===== src/rtl/game_pkg.sv =====
// Types shared by the move-capture front end and the tic-tac-toe game FSM.
package game_pkg;

    localparam int unsigned NUM_SQUARES = 9;

    typedef logic [NUM_SQUARES-1:0] move_t;

    typedef enum logic {
        P1 = 1'b0,
        P2 = 1'b1
    } player_t;

    typedef enum logic [2:0] {
        IDLE,
        DEB_PRESS,
        CHECK,
        OFFER,
        DEB_RELEASE
    } capture_state_t;

    // True when exactly one bit of v is set.
    function automatic logic is_onehot(input move_t v);
        return (v != '0) && ((v & (v - move_t'(1))) == '0);
    endfunction

endpackage


===== src/rtl/sync2.sv =====
// Parameterized-width two-flop synchronizer.
module sync2 #(
    parameter int unsigned W = 1
) (
    input  logic         clk,
    input  logic         rst,
    input  logic [W-1:0] d,
    output logic [W-1:0] q
);

    logic [W-1:0] meta;

    always_ff @(posedge clk) begin
        if (rst) begin
            meta <= '0;
            q    <= '0;
        end else begin
            meta <= d;
            q    <= meta;
        end
    end

endmodule


===== src/rtl/move_capture.sv =====
// Debounces the submit button, validates the selected square and offers it to the game FSM.
// Define MOVE_CAPTURE_SYNC_EN to pass btn and sw through two-flop synchronizers first.
module move_capture
    import game_pkg::*;
#(
    parameter int unsigned DB_CYCLES = 50000
) (
    input  logic                   clk,
    input  logic                   rst,
    input  logic [NUM_SQUARES-1:0] sw,
    input  logic                   btn,
    input  logic [NUM_SQUARES-1:0] occupied,
    input  logic                   new_game,
    input  logic                   move_ready,
    output logic                   move_valid,
    output logic [NUM_SQUARES-1:0] move,
    output logic                   move_reject,
    output logic                   player
);

    localparam int unsigned CW       = $clog2(DB_CYCLES);
    localparam logic [CW-1:0] CNT_LAST = CW'(DB_CYCLES - 1);

    logic           btn_s;
    move_t          sw_s;

    capture_state_t state_q, state_d;
    logic [CW-1:0]  cnt_q, cnt_d;
    move_t          move_q, move_d;
    logic           valid_q, valid_d;
    logic           reject_q, reject_d;
    player_t        player_q, player_d;

`ifdef MOVE_CAPTURE_SYNC_EN
    sync2 #(.W(1)) u_btn_sync (
        .clk (clk),
        .rst (rst),
        .d   (btn),
        .q   (btn_s)
    );

    sync2 #(.W(NUM_SQUARES)) u_sw_sync (
        .clk (clk),
        .rst (rst),
        .d   (sw),
        .q   (sw_s)
    );
`else
    assign btn_s = btn;
    assign sw_s  = sw;
`endif

    // State and output registers.
    always_ff @(posedge clk) begin
        if (rst) begin
            state_q  <= IDLE;
            cnt_q    <= '0;
            move_q   <= '0;
            valid_q  <= 1'b0;
            reject_q <= 1'b0;
            player_q <= P1;
        end else begin
            state_q  <= state_d;
            cnt_q    <= cnt_d;
            move_q   <= move_d;
            valid_q  <= valid_d;
            reject_q <= reject_d;
            player_q <= player_d;
        end
    end

    // Next-state and next-output logic.
    always_comb begin
        state_d  = state_q;
        cnt_d    = cnt_q;
        move_d   = move_q;
        valid_d  = valid_q;
        reject_d = 1'b0;
        player_d = player_q;

        case (state_q)
            IDLE: begin
                cnt_d = '0;
                if (btn_s) begin
                    cnt_d   = CW'(1);
                    state_d = DEB_PRESS;
                end
            end
            DEB_PRESS: begin
                if (!btn_s) begin
                    cnt_d   = '0;
                    state_d = IDLE;
                end else if (cnt_q == CNT_LAST) begin
                    state_d = CHECK;
                end else begin
                    cnt_d = cnt_q + CW'(1);
                end
            end
            CHECK: begin
                cnt_d = '0;
                if (is_onehot(sw_s) && ((sw_s & occupied) == '0)) begin
                    move_d  = sw_s;
                    valid_d = 1'b1;
                    state_d = OFFER;
                end else begin
                    reject_d = 1'b1;
                    state_d  = DEB_RELEASE;
                end
            end
            OFFER: begin
                if (valid_q && move_ready) begin
                    player_d = (player_q == P1) ? P2 : P1;
                    move_d   = '0;
                    valid_d  = 1'b0;
                    cnt_d    = '0;
                    state_d  = DEB_RELEASE;
                end
            end
            DEB_RELEASE: begin
                // Count is the number of consecutive low samples seen so far, minus one.
                if (btn_s) begin
                    cnt_d = '0;
                end else if (cnt_q == CNT_LAST) begin
                    cnt_d   = '0;
                    state_d = IDLE;
                end else begin
                    cnt_d = cnt_q + CW'(1);
                end
            end
            default: begin
                cnt_d   = '0;
                state_d = IDLE;
            end
        endcase

        // New game clears the turn and withdraws any pending offer.
        if (new_game) begin
            player_d = P1;
            if (state_q == OFFER) begin
                move_d  = '0;
                valid_d = 1'b0;
                cnt_d   = '0;
                state_d = DEB_RELEASE;
            end
        end
    end

    assign move_valid  = valid_q;
    assign move        = move_q;
    assign move_reject = reject_q;
    assign player      = player_q;

endmodule


===== config.mk =====
export PLATFORM = sky130hd
export DESIGN_NAME = move_capture
export DESIGN_NICKNAME = d
export VERILOG_FILES = /design/src/rtl/game_pkg.sv /design/src/rtl/sync2.sv /design/src/rtl/move_capture.sv
export SDC_FILE = /design/constraint.sdc
export NUM_CORES = 1
export LEC_CHECK = 0
export BUFFER_PORTS_ARGS = -buffer_cell sky130_fd_sc_hd__buf_2
export CAP_MARGIN = 25
export CORE_ASPECT_RATIO = 2
export CORE_MARGIN = 1.5
export CORE_UTILIZATION = 49
export CTS_CLUSTER_SIZE = 20
export DETAILED_ROUTE_END_ITERATION = 8
export PLACE_DENSITY_LB_ADDON = 0.15
export RECOVER_POWER = 100
export SYNTH_ARGS = -nofsm -noshare
export SYNTH_HDL_FRONTEND = slang
export SYNTH_HIERARCHICAL = 1
export SYNTH_SLANG_ARGS = --single-unit

===== constraint.sdc =====
create_clock -name clk -period 1.8 [get_ports clk]
set_input_delay 0.36 -clock clk [delete_from_list [all_inputs] [get_ports clk]]
set_output_delay 0.36 -clock clk [all_outputs]
set_load 0.02 [all_outputs]

==> qor.csv, run 1 <==
metric,value,unit
drt-initial-drc-count,58,
synthSimpleGateAreaFrac,27.1,%
slowest_stage,dfxtp_2,
drc_errors,0,
numClockSinks,31,
fmax,0.551,GHz
synth-compound-area-share,29.1,%
cts_tree,done,
crit_chain,nor4bb_4 -> and4_4 -> inv_4 -> ha_4 -> nand2_2 -> a31oi_1 -> nor2_1 -> a21oi_2 -> nor2_1,
cp.required,1980,ps
finalWeightedCongestion,0.912,
grt_pass1_vias,2010,
p_leak,0.000951,uW
overflow,0,
cp.arrival,2000,ps
yosys_register_bits,31,
crit_family,simple AND/OR/NAND/NOR gates,
ys_seq_area_share,35.9,%
root_buffer,clkbuf_8,
core-area,0.00338,mm^2
diodes,0,
syn_inst,215,
numCtsBuffers,5,
start_util,51.2,%
finalSetupViolCount,1,
outcome,"complete, but fails checks",
num_io_pins,35,
fillers,289,
rsz0062_at_grt,yes,
synth_ff_type,dfxtp_1,
cp_common_cell,nor2_1,
cellPowerDensity,577,mW/mm^2
layout_min_cycle_time,1810,ps
yosysTopAreaCellShare,35.9,%
fin_crit_sh,101,%
htreeDepth,2,
fin_tns_setup,-13.8,ps
synth_cell_types,51,
hp-class,primary input to flop,
final_util,71.9,%
finalHoldViolCount,0,
viasPerCell,6.04,
path_class,flop to flop,
die-area,0.00392,mm^2
yosys.area.top_type,dfxtp_1,
peakVddDrop,0.000480,V
insertion_delay,290,ps
syn_to_final_growth,40.5,%
synth_area_leaders,"dfxtp_1, nand2_1, a21oi_1, o22ai_1, inv_1",
postSynthNetCount,240,
rows,30,
slowest_delay,330,ps
grt_usage,30.1,%
synth.avg_cell_area,8.04,um^2
rrSetupSlack,-10,ps
ant_nets,0,
dr_total_vias,1974,
drt_first_pass_iters,4,
tightest_slew,381,ps
syn_area,0.00173,mm^2
ys_warn_count,6,
final_layout_size_suffix_gt1_share,35.6,%
portBuffers,34,
antenna_found_initial,0,
cp-end-kind,flop,
crit_buf_inv,1,
routed_wl,5270,um
fin_ws,-13.8,ps
nets,319,
relSlewSlack,74.4,%
failed_checks,setup timing,
grt_start_max_net_pins,14,
hpwl,4050,um
wl_per_cell,16.1,um
synth_edf_count,0,
die_w,45.0,um
cts.reportedPaths.clkPinSlew,70,ps
die_y,87.0,um
synth_top_family_by_area,compound AO/OA/AOI/OAI gates,
grt_first_pass_wirelength,8630,um
cp-start-kind,flop,
yosys.area_share.xor_xnor,0.507,%
max_cap_viol_count,0,
cts_buffer_depth,2,
synthMuxAreaShare,0,%
dp_slack,-180,ps
synthArstFlopShare,0,%
slew_violations,0,
fin_skew,3.29,ps
cp_max_fo,3,
synthAdderAreaFrac,2.03,%
placed cells by master (no fill, tap or decap), types with 2 or more instances in the layout:
cell / count
a21oi_1: 15
a21oi_2: 3
a221oi_1: 2
a22o_1: 2
a311oi_1: 6
a31oi_1: 3
and2_1: 2
and4_1: 2
buf_2: 21
buf_4: 43
buf_6: 2
clkbuf_1: 14
clkbuf_8: 5
clkinv_2: 3
dfxtp_1: 23
dfxtp_2: 8
ha_4: 2
inv_1: 13
nand2_1: 26
nand3_1: 6
nand3b_1: 3
nand4_1: 2
nor2_1: 14
nor3_1: 8
nor3b_1: 3
nor4_1: 2
nor4bb_4: 2
o211ai_1: 2
o21a_1: 2
o21ai_0: 9
o21ai_1: 2
o21ai_2: 2
o22ai_1: 10
or3_1: 2
through the flow:
stage	instance area [um^2]	std cells	hold slack [ps]	total power (uW)
after floorplan	1760	215	437	774
after global placement	2250	317	457	854
after detailed placement	2250	317	456	857
after CTS	2400	327	285	1400
after global routing	2430	327	315	1460
final	2430	327	299	1400
flip-flops by register name, summed over array words and instances, names as in the netlist:
name and flops:
move 9, cnt_q 16, move_reject 1, state_q 3, player 1, move_valid 1
cell type report:
class | instances | area, um^2 | share of cell area [%]
timing repair buffer | 80 | 503 | 20.7
tap | 32 | 40.0 | 1.65
clock inverter | 3 | 15.0 | 0.618
multi-input combinational | 162 | 1120 | 46.0
clock buffer | 5 | 68.8 | 2.83
sequential | 31 | 631 | 26.0
inverter | 14 | 55.1 | 2.27
cells by family after synthesis:
| kind of cell | after synthesis |
|---|---|
| AO/OA/AOI/OAI | 72 |
| AND/OR/NAND/NOR | 86 |
| adder cells (fa/ha/maj) | 3 |
| XOR/XNOR | 1 |
| buffers and inverters | 22 |
| flip-flops | 31 |
layer usage:
metal / wire (um) / track usage, % / share of wire [%]
met1: 1740 / 26.0 / 33
met2: 3170 / 58.7 / 60
met3: 214 / 6.22 / 4.1
met4: 141 / 15.8 / 2.7
met5: 0 / 0 / 0
path summary, 6_finish.rpt:
kind              cells past startpoint                  from             endpoint
setup / recovery                      9  cnt_q[12]$_SDFF_PP0_  cnt_q[0]$_SDFF_PP0_
hold reg to reg                       2    move[4]$_SDFF_PP0_   move[4]$_SDFF_PP0_
setup reg to reg                      9  cnt_q[12]$_SDFF_PP0_  cnt_q[0]$_SDFF_PP0_
hold / removal                        2              new_game  player$_SDFFE_PP0P_
what timing repair did:
item	CTS	global route
hold buffers	0	0
gates cloned	0	0
setup endpoints to repair	11	10
pin swaps	5	13
setup buffers	2	1
resized for setup	14	14
cell usage after synthesis, types with 2 or more instances:
| library cell | count |
|---|---|
| a21oi_1 | 18 |
| a221oi_1 | 2 |
| a22o_1 | 2 |
| a311oi_1 | 6 |
| a31oi_1 | 3 |
| a41oi_1 | 2 |
| and2_1 | 2 |
| and3_1 | 2 |
| and4_1 | 3 |
| buf_2 | 3 |
| clkbuf_1 | 4 |
| dfxtp_1 | 31 |
| ha_1 | 2 |
| inv_1 | 14 |
| nand2_1 | 27 |
| nand3_1 | 7 |
| nand3b_1 | 3 |
| nand4_1 | 2 |
| nor2_1 | 14 |
| nor3_1 | 9 |
| nor3b_1 | 3 |
| nor4_1 | 2 |
| nor4bb_1 | 3 |
| o211ai_1 | 2 |
| o21a_1 | 2 |
| o21ai_0 | 10 |
| o21ai_2 | 2 |
| o22ai_1 | 10 |
| or3_1 | 2 |
| or3b_1 | 2 |
power by group:
part | switching, uW | internal (uW)
registers | 2.07 | 688
clock network | 285 | 264
logic | 84.0 | 78.4
No activity file was read; power rests on OpenSTA's default activity.
==> run 2: changes to the inputs <==
--- a/config.mk
+++ b/config.mk
@@ -6,14 +6,14 @@
 export NUM_CORES = 1
 export LEC_CHECK = 0
 export BUFFER_PORTS_ARGS = -buffer_cell sky130_fd_sc_hd__buf_2
-export CAP_MARGIN = 25
 export CORE_ASPECT_RATIO = 2
 export CORE_MARGIN = 1.5
 export CORE_UTILIZATION = 49
 export CTS_CLUSTER_SIZE = 20
 export DETAILED_ROUTE_END_ITERATION = 8
-export PLACE_DENSITY_LB_ADDON = 0.15
+export PLACE_DENSITY = 0.81
 export RECOVER_POWER = 100
+export SLEW_MARGIN = 20
 export SYNTH_ARGS = -nofsm -noshare
 export SYNTH_HDL_FRONTEND = slang
 export SYNTH_HIERARCHICAL = 1
==> run 2 against run 1 <==
Against the previous run: the run now ends clean; clock power is 12% higher; combinational power is 2% lower; via count is 3.2% higher; sequential cell count stayed put; total power is 4.5% higher; critical path depth is 1 lower; wire length is 0.40% higher; critical endpoint is now cnt_q[3]$_SDFF_PP0_.
==> qor.csv, run 2 (same netlist as run 1, synthesis figures left out) <==
metric,value,unit,change
rrSetupSlack,8,ps,+20 ps
min_from,new_game,,
root_buffer,clkbuf_8,,
die_w,45.0,um,unchanged
place_area,0.00222,mm^2,-1.3%
hp-class,primary input to flop,,
reg2reg_depth,8,,-1
final_layout_size_suffix_gt1_share,32.2,%,-3.4 points
fin_ws,7.63,ps,+21.5 ps
cts_buffer_depth,2,,unchanged
start_util,51.2,%,unchanged
relSlewSlack,77.5,%,+3.2 points
nets,316,,-0.94%
cp.arrival,2000,ps,about the same
htreeDepth,2,,unchanged
grt_usage,28.4,%,-1.7 points
num_io_pins,35,,unchanged
p_leak,0.000933,uW,-1.9%
hpwl,3800,um,-6.1%
cp-start-kind,flop,,
grt_first_pass_wirelength,8280,um,-4.1%
cts.reportedPaths.clkPinSlew,70,ps,about the same
fillers,274,,-5.2%
insertion_delay,290,ps,about the same
path_class,flop to flop,,
cp-end-kind,flop,,
final_area,0.00238,mm^2,-2.0%
finalSetupViolCount,0,,-1
min_to,player$_SDFFE_PP0P_,,
outcome,finished clean,,
core-area,0.00338,mm^2,unchanged
cp_max_fo,5,,+2
tightest_slew,334,ps,-47.4 ps
rsz0062_at_grt,yes,,
numClockSinks,31,,unchanged
worst_r2r_endpoint,cnt_q[3]$_SDFF_PP0_,,
min_delay_path_depth,2,,unchanged
top_register,cnt_q,,
layout_min_cycle_time,1790,ps,-21.5 ps
drt-initial-drc-count,59,,+1.7%
drt_first_pass_iters,6,,+2
grt_pass1_vias,1963,,-2.3%
portBuffers,34,,unchanged
p_total,1470,uW,+4.5%
layout_commonest_cell,buf_4,,
finalHoldViolCount,0,,unchanged
die_y,87.0,um,unchanged
fin_skew,2.51,ps,-0.781 ps
dr_total_vias,2038,,+3.2%
slew_violations,0,,unchanged
finalWeightedCongestion,0.886,,-2.9%
viasPerCell,6.29,,+4.2%
rows,30,,unchanged
drc_errors,0,,unchanged
grt_start_max_net_pins,14,,unchanged
syn_to_final_growth,37.7,%,
routed_wl,5290,um,+0.40%
diodes,0,,unchanged
largest_register_ffs,16,,unchanged
numCtsBuffers,5,,unchanged
r2r_start,cnt_q[0]$_SDFF_PP0_,,
ctsHoldBuffers,0,,unchanged
cp.required,2010,ps,+30 ps
fin_crit_sh,99.6,%,-1.2 points
peakVddDrop,0.000494,V,+3.0%
ant_nets,0,,unchanged
cts_tree,done,,
die-area,0.00392,mm^2,unchanged
max_cap_viol_count,0,,unchanged
dp_slack,-143,ps,+36.9 ps
cellPowerDensity,615,mW/mm^2,+6.7%
layout_common_cells,"buf_4, nand2_1, dfxtp_1",,
fmax,0.558,GHz,+1.2%
timing.hold.ws,291,ps,-8.87 ps
wl_per_cell,16.3,um,+1.3%
antenna_found_initial,0,,unchanged
overflow,0,,unchanged
run 2: cell count changes in the layout (fill, tap and decap cells not counted), moves of 2 or more:
cell	previous run	this run
clkbuf_8	5	7
a21oi_2	3	0
clkinv_2	3	0
a21oi_1	15	18
o21ai_1	2	0
buf_4	43	41
run 2: layout make-up:
type                            count  area (um^2)  share of cell area, %
Tap cell                           32         40.0                   1.68
Timing Repair Buffer               77          477                   20.0
Multi-Input combinational cell    162         1080                   45.5
Clock buffer                        8          100                   4.20
Sequential cell                    31          629                   26.4
Inverter                           14         52.6                   2.21
run 2: repair_timing:
item	4_1_cts	5_1_grt
setup buffers	1	2
pin swaps	1	8
resized for setup	2	13
endpoints found under the setup margin	6	18
run 2: routing by layer:
| metal | track usage [%] | up-vias | wire length [um] |
|---|---|---|---|
| met5 | 0 | - | 0 |
| met4 | 17.1 | 0 | 218 |
| met3 | 6.22 | 25 | 199 |
| met2 | 55.7 | 81 | 3160 |
| met1 | 22.9 | 970 | 1720 |
| li1 | - | 962 | - |
run 2: worst max path at each step:
stage                               from             endpoint  slack [ps]
floorplan            cnt_q[1]$_SDFF_PP0_  cnt_q[0]$_SDFF_PP0_          30
global placement                     btn  cnt_q[8]$_SDFF_PP0_        -120
detailed placement                 sw[1]   move[1]$_SDFF_PP0_        -140
CTS                 cnt_q[15]$_SDFF_PP0_  cnt_q[0]$_SDFF_PP0_          20
global route         cnt_q[0]$_SDFF_PP0_  cnt_q[3]$_SDFF_PP0_         -70
finish               cnt_q[0]$_SDFF_PP0_  cnt_q[3]$_SDFF_PP0_           8
run 2: stage by stage:
stage | TNS (ps) | instances | util [%]
after floorplan | 0 | 215 | -
after global placement | -1460 | 313 | 65.7
after detailed placement | -1980 | 313 | 65.7
after CTS | 0 | 322 | 69.2
after global routing | -201 | 324 | 70.5
final | 0 | 324 | 70.5
run 2: where the power goes:
group | total (uW) | switching (uW) | internal [uW]
clock network | 617 | 269 | 349
registers | 691 | 1.92 | 689
logic | 158 | 80.9 | 76.7
total | 1470 | 351 | 1110
run 2: critical path, cell delays in order, from the launching register on:
cell      delay (ps)
dfxtp_2          330
ha_4             150
and3_4           180
and4_4           170
buf_6            130
buf_4            140
nor3b_2          280
a21oi_1          140
a311oi_2         190
==> run 3: changes to the inputs <==
--- a/config.mk
+++ b/config.mk
@@ -7,7 +7,6 @@
 export LEC_CHECK = 0
 export BUFFER_PORTS_ARGS = -buffer_cell sky130_fd_sc_hd__buf_2
 export CORE_ASPECT_RATIO = 2
-export CORE_MARGIN = 1.5
 export CORE_UTILIZATION = 49
 export CTS_CLUSTER_SIZE = 20
 export DETAILED_ROUTE_END_ITERATION = 8
==> run 3 against run 2 <==
Against the previous run: non-clock buffer count unchanged; first-iteration DRC count rose by 32%; via count decreased by 1.6%; core utilization decreased by 0.26 points; maximum frequency up 0.92%; worst setup slack better by 16 ps; sequential power about the same; critical path depth unchanged; combinational power is essentially flat; die area is 3.3% lower; global-route usage rose by 0.86 points; critical path type unchanged.
==> qor.csv, run 3 (same netlist as run 1, synthesis figures left out) <==
metric,value,unit,change
outcome,finished clean,,
viasPerCell,6.17,,-1.9%
diodes,0,,unchanged
rows,30,,unchanged
tightest_slew,362,ps,+28.2 ps
final_layout_size_suffix_gt1_share,31.1,%,-1.1 points
grt_first_pass_wirelength,8270,um,about the same
drt-initial-drc-count,78,,+32%
ctsHoldBuffers,0,,unchanged
fin_ws,24.0,ps,+16.4 ps
combPwrFrac,10.9,%,about the same
start_util,51.2,%,unchanged
hp-class,primary input to flop,,
p_int,1110,uW,about the same
fin_crit_sh,98.7,%,-0.91 points
layout_commonest_cell,buf_4,,
cp_max_fo,5,,unchanged
antenna_found_initial,0,,unchanged
peakVddDrop,0.000511,V,+3.3%
cp.arrival,1960,ps,-40 ps
dp_slack,-166,ps,-23.0 ps
p_leak,0.000929,uW,-0.38%
routed_wl,5210,um,-1.6%
swShare,24.2,%,+0.25 points
power_frac_clock,42.2,%,about the same
die_w,44.0,um,-2.2%
finalSetupViolCount,0,,unchanged
grt_usage,29.3,%,+0.86 points
cp.required,1980,ps,-30 ps
grt_pass1_vias,2041,,+4.0%
fillers,293,,+6.9%
fin_tns_setup,0,ps,unchanged
overflow,0,,unchanged
path_class,flop to flop,,
ant_nets,0,,unchanged
placedCellCount,314,,+0.32%
wl_per_cell,16.0,um,-1.9%
switching_power,356,uW,+1.4%
layout_common_cells,"buf_4, nand2_1, dfxtp_1",,
grt_start_max_net_pins,14,,unchanged
numClockSinks,31,,unchanged
numCtsBuffers,5,,unchanged
cp-start-kind,flop,,
top_register,cnt_q,,
insertion_delay,290,ps,about the same
finalWeightedCongestion,0.955,,+7.8%
p_seq_share,47.0,%,about the same
fmax,0.563,GHz,+0.92%
nets,317,,+0.32%
portBuffers,34,,unchanged
rsz0062_at_grt,yes,,
cts_buffer_depth,2,,unchanged
core-area,0.00338,mm^2,unchanged
cts_tree,done,,
multi_input_area,0.00108,mm^2,+0.23%
relSlewSlack,75.6,%,-1.9 points
min_delay_path_depth,2,,unchanged
dr_total_vias,2006,,-1.6%
cellPowerDensity,620,mW/mm^2,+0.73%
drt_first_pass_iters,5,,-1
stdcell_count,325,,+0.31%
finalHoldViolCount,0,,unchanged
layout_min_cycle_time,1780,ps,-16.4 ps
timing.hold.ws,290,ps,-0.993 ps
fin_skew,8.46,ps,+5.95 ps
register_area,626,um^2,-0.60%
htreeDepth,2,,unchanged
cp-end-kind,flop,,
num_io_pins,35,,unchanged
hpwl,3800,um,about the same
root_buffer,clkbuf_8,,
largest_register_ffs,16,,unchanged
reg2reg_depth,8,,unchanged
slew_violations,0,,unchanged
drc_errors,0,,unchanged
syn_to_final_growth,37.2,%,
die-area,0.00378,mm^2,-3.3%
die_y,86.0,um,-1.1%
max_cap_viol_count,0,,unchanged
cts.reportedPaths.clkPinSlew,70,ps,about the same
## run 3: cell types whose count changed in the layout (fill, tap and decap cells not counted), sizes merged
cell	delta
o21ai	+1
buf	-2
clkbuf	+2
## run 3: per-stage QoR
stage / utilization (%) / area (um^2) / power [uW]
after floorplan: - / 1760 / 774
after global placement: 65.9 / 2230 / 854
after detailed placement: 65.9 / 2230 / 857
after CTS: 70.3 / 2370 / 1460
final: 70.2 / 2370 / 1470
after global routing: 70.2 / 2370 / 1510
## run 3: worst paths after layout
check	startpoint	slack [ps]	to
setup / recovery	cnt_q[12]$_SDFF_PP0_	20	cnt_q[4]$_SDFF_PP0_
hold / removal	new_game	290	player$_SDFFE_PP0P_
setup reg to reg	cnt_q[12]$_SDFF_PP0_	20	cnt_q[4]$_SDFF_PP0_
hold reg to reg	move[7]$_SDFF_PP0_	480	move[7]$_SDFF_PP0_
## run 3: power groups by stage
stage | Clock [uW] | Sequential, uW | Combinational, uW
3_5_place_dp | 0 | 706 | 151
4_1_cts | 615 | 691 | 158
2_1_floorplan | 0 | 707 | 67.2
6_report | 620 | 691 | 160
3_3_place_gp | 0 | 706 | 148
5_1_grt | 650 | 690 | 173
## run 3: repair_timing
action / CTS / global route
endpoints found under the hold margin: 0 / 0
endpoints found under the setup margin: 10 / 12
gates resized for setup: 6 / 5
pin swaps: 1 / 4
gates cloned: 1 / 0
buffers inserted: 1 / 1
## run 3: per-layer routing
layer / track usage [%] / up-vias / part of all wire (%) / wire length, um
met5: 0 / - / 0 / 0
met3: 5.47 / 20 / 5.1 / 266
met2: 58.4 / 81 / 60 / 3120
li1: - / 970 / - / -
met1: 23.8 / 935 / 32 / 1650
met4: 17.1 / 0 / 3.1 / 164
## run 3: worst max-delay path, stage by stage (launching register included)
cell and delay [ps]:
dfxtp_2 330, nor4bb_4 320, and4_4 290, buf_4 150
o21ai_4 80, buf_4 150, buf_4 140, a21oi_1 150
nor3_1 60
## run 3: layout make-up
type                       instances  area share [%]
timing repair buffer              77            19.8
sequential                        31            26.4
tap                               32            1.69
clock buffer                       8            4.22
inverter                          14            2.22
multi-input combinational        163            45.7
